--- src/rtl/mac_sequencer.sv ---
// mac_sequencer: signed fixed-point dot-product controller around an external
// pipelined unsigned multiplier. Operand magnitudes go to the multiplier, a
// sign/last tag travels alongside, and returning products are re-signed,
// accumulated and rescaled into one saturated result per stream.
module mac_sequencer #(
  parameter int unsigned WIDTH = 40,
  parameter int unsigned LEVEL = 6,
  parameter int unsigned FRAC  = 20,
  parameter int unsigned GUARD = 8
) (
  input  logic                 clk_in,
  input  logic                 rst_n_in,
  input  logic                 in_valid,
  output logic                 in_ready,
  input  logic                 in_last,
  input  logic [WIDTH-1:0]     in_a,
  input  logic [WIDTH-1:0]     in_b,
  output logic [WIDTH-1:0]     mul_a,
  output logic [WIDTH-1:0]     mul_b,
  input  logic [2*WIDTH-1:0]   mul_pdt,
  output logic                 out_valid,
  input  logic                 out_ready,
  output logic [WIDTH-1:0]     out_data,
  output logic                 out_sat
);

  localparam int unsigned ACC_W = 2 * WIDTH + GUARD + 1;
  localparam int unsigned DEPTH = LEVEL + 2;

  // Output clipping limits expressed at accumulator width.
  localparam logic signed [ACC_W-1:0] S_MAX = {{(ACC_W-WIDTH+1){1'b0}}, {(WIDTH-1){1'b1}}};
  localparam logic signed [ACC_W-1:0] S_MIN = {{(ACC_W-WIDTH+1){1'b1}}, {(WIDTH-1){1'b0}}};
  localparam logic [WIDTH-1:0]        O_MAX = {1'b0, {(WIDTH-1){1'b1}}};
  localparam logic [WIDTH-1:0]        O_MIN = {1'b1, {(WIDTH-1){1'b0}}};

  logic [WIDTH-1:0]        mul_a_q, mul_a_d;
  logic [WIDTH-1:0]        mul_b_q, mul_b_d;
  logic [DEPTH-1:0]        tag_v_q, tag_v_d;
  logic [DEPTH-1:0]        tag_n_q, tag_n_d;
  logic [DEPTH-1:0]        tag_l_q, tag_l_d;
  logic signed [ACC_W-1:0] acc_q, acc_d;
  logic [WIDTH-1:0]        out_data_q, out_data_d;
  logic                    out_sat_q, out_sat_d;
  logic                    out_valid_q, out_valid_d;
  logic                    busy_q, busy_d;

  logic                    accept_c;
  logic [WIDTH-1:0]        mag_a_c, mag_b_c;
  logic signed [ACC_W-1:0] pdt_ext_c, term_c, sum_c, shifted_c;

  // Datapath helpers: handshake, operand magnitudes, re-signed term and sum.
  always_comb begin
    accept_c  = in_valid && !busy_q;
    mag_a_c   = in_a[WIDTH-1] ? (~in_a + WIDTH'(1)) : in_a;
    mag_b_c   = in_b[WIDTH-1] ? (~in_b + WIDTH'(1)) : in_b;
    pdt_ext_c = $signed(ACC_W'(mul_pdt));
    term_c    = tag_n_q[DEPTH-1] ? -pdt_ext_c : pdt_ext_c;
    sum_c     = acc_q + term_c;
    shifted_c = sum_c >>> FRAC;
  end

  // Next-state: operand capture, tag shift, accumulate/finish, flow control.
  always_comb begin
    mul_a_d     = mul_a_q;
    mul_b_d     = mul_b_q;
    tag_v_d     = {tag_v_q[DEPTH-2:0], accept_c};
    tag_n_d     = {tag_n_q[DEPTH-2:0], in_a[WIDTH-1] ^ in_b[WIDTH-1]};
    tag_l_d     = {tag_l_q[DEPTH-2:0], in_last};
    acc_d       = acc_q;
    out_data_d  = out_data_q;
    out_sat_d   = out_sat_q;
    out_valid_d = out_valid_q;
    busy_d      = busy_q;

    if (accept_c) begin
      mul_a_d = mag_a_c;
      mul_b_d = mag_b_c;
      if (in_last) busy_d = 1'b1;
    end

    if (out_valid_q && out_ready) begin
      out_valid_d = 1'b0;
      busy_d      = 1'b0;
    end

    if (tag_v_q[DEPTH-1]) begin
      if (tag_l_q[DEPTH-1]) begin
        acc_d       = '0;
        out_valid_d = 1'b1;
        if (shifted_c > S_MAX) begin
          out_data_d = O_MAX;
          out_sat_d  = 1'b1;
        end else if (shifted_c < S_MIN) begin
          out_data_d = O_MIN;
          out_sat_d  = 1'b1;
        end else begin
          out_data_d = shifted_c[WIDTH-1:0];
          out_sat_d  = 1'b0;
        end
      end else begin
        acc_d = sum_c;
      end
    end
  end

  // State registers with asynchronous clear.
  always_ff @(posedge clk_in or negedge rst_n_in) begin
    if (!rst_n_in) begin
      mul_a_q     <= '0;
      mul_b_q     <= '0;
      tag_v_q     <= '0;
      tag_n_q     <= '0;
      tag_l_q     <= '0;
      acc_q       <= '0;
      out_data_q  <= '0;
      out_sat_q   <= 1'b0;
      out_valid_q <= 1'b0;
      busy_q      <= 1'b0;
    end else begin
      mul_a_q     <= mul_a_d;
      mul_b_q     <= mul_b_d;
      tag_v_q     <= tag_v_d;
      tag_n_q     <= tag_n_d;
      tag_l_q     <= tag_l_d;
      acc_q       <= acc_d;
      out_data_q  <= out_data_d;
      out_sat_q   <= out_sat_d;
      out_valid_q <= out_valid_d;
      busy_q      <= busy_d;
    end
  end

  assign in_ready  = !busy_q;
  assign mul_a     = mul_a_q;
  assign mul_b     = mul_b_q;
  assign out_data  = out_data_q;
  assign out_sat   = out_sat_q;
  assign out_valid = out_valid_q;

endmodule

--- config.mk ---
export PLATFORM = sky130hd
export DESIGN_NAME = mac_sequencer
export DESIGN_NICKNAME = d
export VERILOG_FILES = /design/src/rtl/mac_sequencer.sv
export SDC_FILE = /design/constraint.sdc
export NUM_CORES = 1
export LEC_CHECK = 0
export ABC_CLOCK_PERIOD_IN_PS = 9700
export CAP_MARGIN = 10
export CORE_MARGIN = 1.5
export CORE_UTILIZATION = 30
export DETAILED_ROUTE_END_ITERATION = 8
export GPL_ROUTABILITY_DRIVEN = 0
export PLACE_DENSITY = 0.47
export SKIP_CTS_REPAIR_TIMING = 1
export SYNTH_ARGS = -nofsm -noshare
export SYNTH_HDL_FRONTEND = slang
export SYNTH_SLANG_ARGS = --single-unit
--- constraint.sdc ---
create_clock -name clk_in -period 9.7 [get_ports clk_in]
set_input_delay 2.425 -clock clk_in [delete_from_list [all_inputs] [get_ports clk_in]]
set_output_delay 2.425 -clock clk_in [all_outputs]
set_load 0.05 [all_outputs]
---- Word level (Yosys, flattened, before mapping) ----
Cells that the tools add are included.
cells by class
  add/subtract/negate cells ............... 4
  $mul .................................... 0
  div/mod/pow operators ................... 0
  magnitude comparators ................... 2
  eq/ne operators ......................... 0
  shift-type cells ........................ 0
  multiplexer cells ....................... 14
  bitwise logic cells ..................... 3
  reduce and logical (&&, ||, !) cells .... 7
operators by type and width
  kind                     number
  $mux W89                 2
  $mux W40                 4
  $add A89 B89 Y89         1
  $neg A80 Y89             1
  $add A40 B1 Y40 const B  2
  $not A40 Y40             2
  $gt A69 B40 Y1 const B   1
  $lt A69 B40 Y1 const B   1
  $mux W1                  8
  $reduce_and A2 Y1        2
  $reduce_bool A2 Y1       2
  $logic_and A1 B1 Y1      2
  $logic_not A1 Y1         1
  $xor A1 B1 Y1            1
storage, ports and cells
  flip-flop bits (word level) ............. 236
  latch bits .............................. 0
  memory bits (writable) .................. 0
  ROM bits ................................ 0
  word-level logic and storage cells ...... 40
  memories ................................ 0

---- Logic depth before layout (Yosys ltp) ----
  depth after elaboration ................. 6
  mapped depth ............................ 29
  mapped depth without buffers ............ 25

---- Least setup slack after synthesis ----
OpenSTA, ideal clock, no wires.
  kind .................................... input to register
  start point ............................. input mul_pdt[15]
  end point ............................... register out_data_q[10] (netlist: out_data[10])
  arrival ................................. 8,986 ps
  slack ................................... 640 ps
  stages on the path ...................... 29
  cell sequence ........................... or4_1 nor4b_1 nand4_1 nor2_1 nand4_1 nand2b_1 or3_1 or2_2 or3_1 clkbuf_1 o31ai_1 xnor2_1 ha_1 clkbuf_1 and4_1 nand2_1 nor4_1 a21oi_1 o211ai_1 o21ba_2 a311oi_1 nand4_1 nor4_1 nand4_1 o31ai_2 buf_6 buf_8 nand2_1 o21ai_2
between the ends
  longest elaborated chain between the ends .. 6
  elaborated cells on any way between the ends .. 7
  those cells by class .................... add/sub: 2; order compare: 2; mux: 3
ends and longest elaborated chain
  item                    line  source
  start: declaration      20    input logic [2*WIDTH-1:0] mul_pdt,
  $neg A80 Y89            57    term_c = tag_n_q[DEPTH-1] ? -pdt_ext_c : pdt_ext_c;
  $mux W89 *              57
  $add A89 B89 Y89 *      58    sum_c = acc_q + term_c;
  $lt A69 B40 Y1          93    end else if (shifted_c < S_MIN) begin
  $mux W40                93
  $mux W40 *              90    if (shifted_c > S_MAX) begin
  end signal: assignment  126   out_data_q <= out_data_d;
  end: declaration        42    logic [WIDTH-1:0] out_data_q, out_data_d;
Mark *: on every way between the ends. The rest lies on a longest branch, timed or not.
A chain may end at the register's enable or synchronous reset.

---- Worst setup path after layout ----
  start point ............................. input mul_pdt[15]
  end point ............................... register out_data_q[22] (netlist: out_data[22])
The elaborated chain is that of the path after synthesis.

==> reports/qor.yml <==
status: "complete, but fails checks"
violations: "design-rule violations"
slew_headroom_pct: 30.48
track_usage_pct: 22.39
drt_iter0_drc: 1060
fmax_mhz: 106.7
antenna_found_initial: 8
p_int_mw: 4.260
wl_um: 69860
swShare_pct: 49.19
critical_path_peak_fanout: 14
synth_edf_count: 0
cts_max_level: 1
cts.sinks: 236
clk_pin_slew_worst_paths_ns: 0.06
finalCritPeriodShare_pct: 96.58
crit_top_cell: "buf_4"
clkLatencyLatePin_ns: 0.61
synth.distinct_cells: 78
drcViolationCount: 10
yosys.cell_count.top_type: "nand2_1"
area_growth_pct: 36.47
synthesis.area_um2: 17990
power_frac_seq_pct: 19.7
hp-class: "flip-flop to flip-flop"
grt_pass1_vias: 18600
ys.flop_type: "dfrtp_1"
rows: 89
dieArea_um2: 61440
power_leakage_nw: 10.07
peakVddDrop_v: 0.0001943
power.density_nw_per_um2: 341.5
power_frac_comb_pct: 65.1
hold_violations: 0
num_io_pins: 288
yosys.area.top_type_share_pct: 32.83
switchingPower_mw: 4.123
grt_remaining_overflow: 0
critPathMaxStageDelay_ns: 0.57
synthTopCellsByCount: "nand2_1, dfrtp_1, o21ai_0"
synth_top_cell_by_area: "dfrtp_1"
routedWlPerCell_um: 20.35
ys_async_sr_fraction_pct: 100.0
fin_nets: 2894
cp_slowest_cell: "or4_1"
synth_seq_area_share_pct: 32.83
pwr-share-clk_pct: 15.2
crit_type: "primary input to flip-flop"
grt_first_pass_wirelength_um: 107600
numCtsBuffers: 31
cts_root_buffer: "clkbuf_16"
cts_buffer_depth: 3
worst_pin_slew_ns: 1.043
ys_ff_latch: 236
synth.avg_cell_area_um2: 8.255
fin_worst_skew_ns: 0.01929
drive_gt1_share_pct: 13.81
core_area_um2: 59130
die_y_um: 247.9
netlist_instances: 2179
hpwl_um: 54870
crit_arrival_ns: 9.85
rsz0062_at_grt: "false"
cts_tree: "built"
port_buffers: 287
synthTopCellsByArea: "dfrtp_1, ha_1, xnor2_1"
num_vias: 18350
place_ws_ns: -0.3934
die_x_um: 247.9
viasPerCell: 5.345
drv_slew: 0
synth-warning-count: 0
fin_ws_ns: 0.3319
end_kind: "flip-flop"
route.antenna.remaining_nets: 0
first_pass_iters: 8
grt_max_degree: 101
cap_violations: 0
syn-num-nets: 2440
setup_viol: 0
whs_ns: 0.3400
start_util_pct: 30.42
post-route-min-period_ns: 9.368
worstPathRequired_ns: 10.18
critPathLaunchType: "primary input"
-- per-stage QoR --
| step | std cells | cell area, um^2 | setup TNS (ns) | power [mW] | utilization, % |
|---|---|---|---|---|---|
| 2_1_floorplan | 2179 | 17990 | 0 | 4.905 | - |
| 3_3_place_gp | 3370 | 23300 | -10.95 | 7.057 | 39.41 |
| 3_5_place_dp | 3370 | 23300 | -14.54 | 7.043 | 39.41 |
| 4_1_cts | 3428 | 24420 | 0 | 8.387 | 41.30 |
| 5_1_grt | 3432 | 24550 | 0 | 8.949 | 41.52 |
| 6_report | 3432 | 24550 | 0 | 8.383 | 41.52 |
-- power by group through the flow --
stage	Sequential, mW	Combinational, mW	Clock [mW]
floorplan	2.45	2.46	0
global placement	1.66	5.40	0
detailed placement	1.65	5.39	0
CTS	1.65	5.42	1.31
global route	1.70	5.90	1.35
finish	1.65	5.46	1.28
-- area by class of cell --
class / count / area (um^2)
Fill cell: 5984 / 34580
Multi-Input combinational cell: 1776 / 11510
Sequential cell: 236 / 5907
Timing Repair Buffer: 546 / 4890
Tap cell: 773 / 967.2
Clock buffer: 42 / 867.1
Clock inverter: 16 / 251.5
Inverter: 42 / 157.7
Antenna cell: 1 / 2.502
-- cell families (layout without fill, tap and decap cells) --
logic type,Yosys count,count (layout),share of synthesized area (%)
AOI/OAI and AO/OA,712,712,25.61
xor gates and xnor gates,231,231,11.29
adders and majority gates,96,96,6.719
buffers and inverters,167,646,3.763
DFF,236,236,32.83
muxes,5,5,0.2782
other,0,1,0
and+or+nand+nor,732,732,19.51
-- worst max-delay path: cells and delay by family --
family                   cells  cell delay, ns
AND/OR/NAND/NOR             16            4.24
buffers and inverters        7            1.44
adder cells (fa/ha/maj)      1            0.43
XOR/XNOR                     2            0.22
AO/OA/AOI/OAI                5            1.06
-- cell usage in the layout, fill, tap and decap left out, types with 16 or more instances in the layout --
| master | n |
|---|---|
| a21o_1 | 17 |
| a21oi_1 | 174 |
| a22o_1 | 39 |
| buf_4 | 254 |
| clkbuf_16 | 32 |
| clkdlybuf4s50_1 | 286 |
| dfrtp_1 | 235 |
| ha_1 | 94 |
| inv_1 | 41 |
| nand2_1 | 285 |
| nand2b_1 | 31 |
| nand3_1 | 29 |
| nand4_1 | 59 |
| nor2_1 | 156 |
| nor3_1 | 42 |
| o21ai_0 | 212 |
| o21ai_2 | 16 |
| o21bai_1 | 18 |
| o2bb2ai_1 | 46 |
| o31ai_1 | 50 |
| o41ai_1 | 27 |
| or3_1 | 22 |
| or4_1 | 23 |
| xnor2_1 | 127 |
| xor2_1 | 103 |
-- flip-flops by register name, summed over array words and instances, names as in the netlist --
register   count
busy_q         1
tag_v_q        8
out_valid      1
out_data      40
tag_l_q        8
mul_a         40
out_sat        1
tag_n_q        8
mul_b         40
acc_q         89
-- path summary, 6_finish.rpt --
check	endpoint	slack [ns]	from	cells past startpoint
worst max register to register	out_data[22]	3.05	tag_n_q[7]	22
worst max-delay path	out_data[22]	0.33	mul_pdt[15]	31
worst min-delay path	tag_n_q[6]	0.34	tag_n_q[5]	0
worst min register to register	tag_n_q[6]	0.34	tag_n_q[5]	0
max in group asynchronous	out_data[19]	6.32	rst_n_in	2
min in group asynchronous	acc_q[10]	1.88	rst_n_in	1
-- per-layer routing --
metal	wire length (um)	share of wire (%)	GRT usage (%)
met3	5999	8.6	6.672
met2	31380	45	36.25
met4	1726	2.5	5.437
met1	30670	44	29.08
met5	79	0.11	0
(Power assumes the default switching activity.)
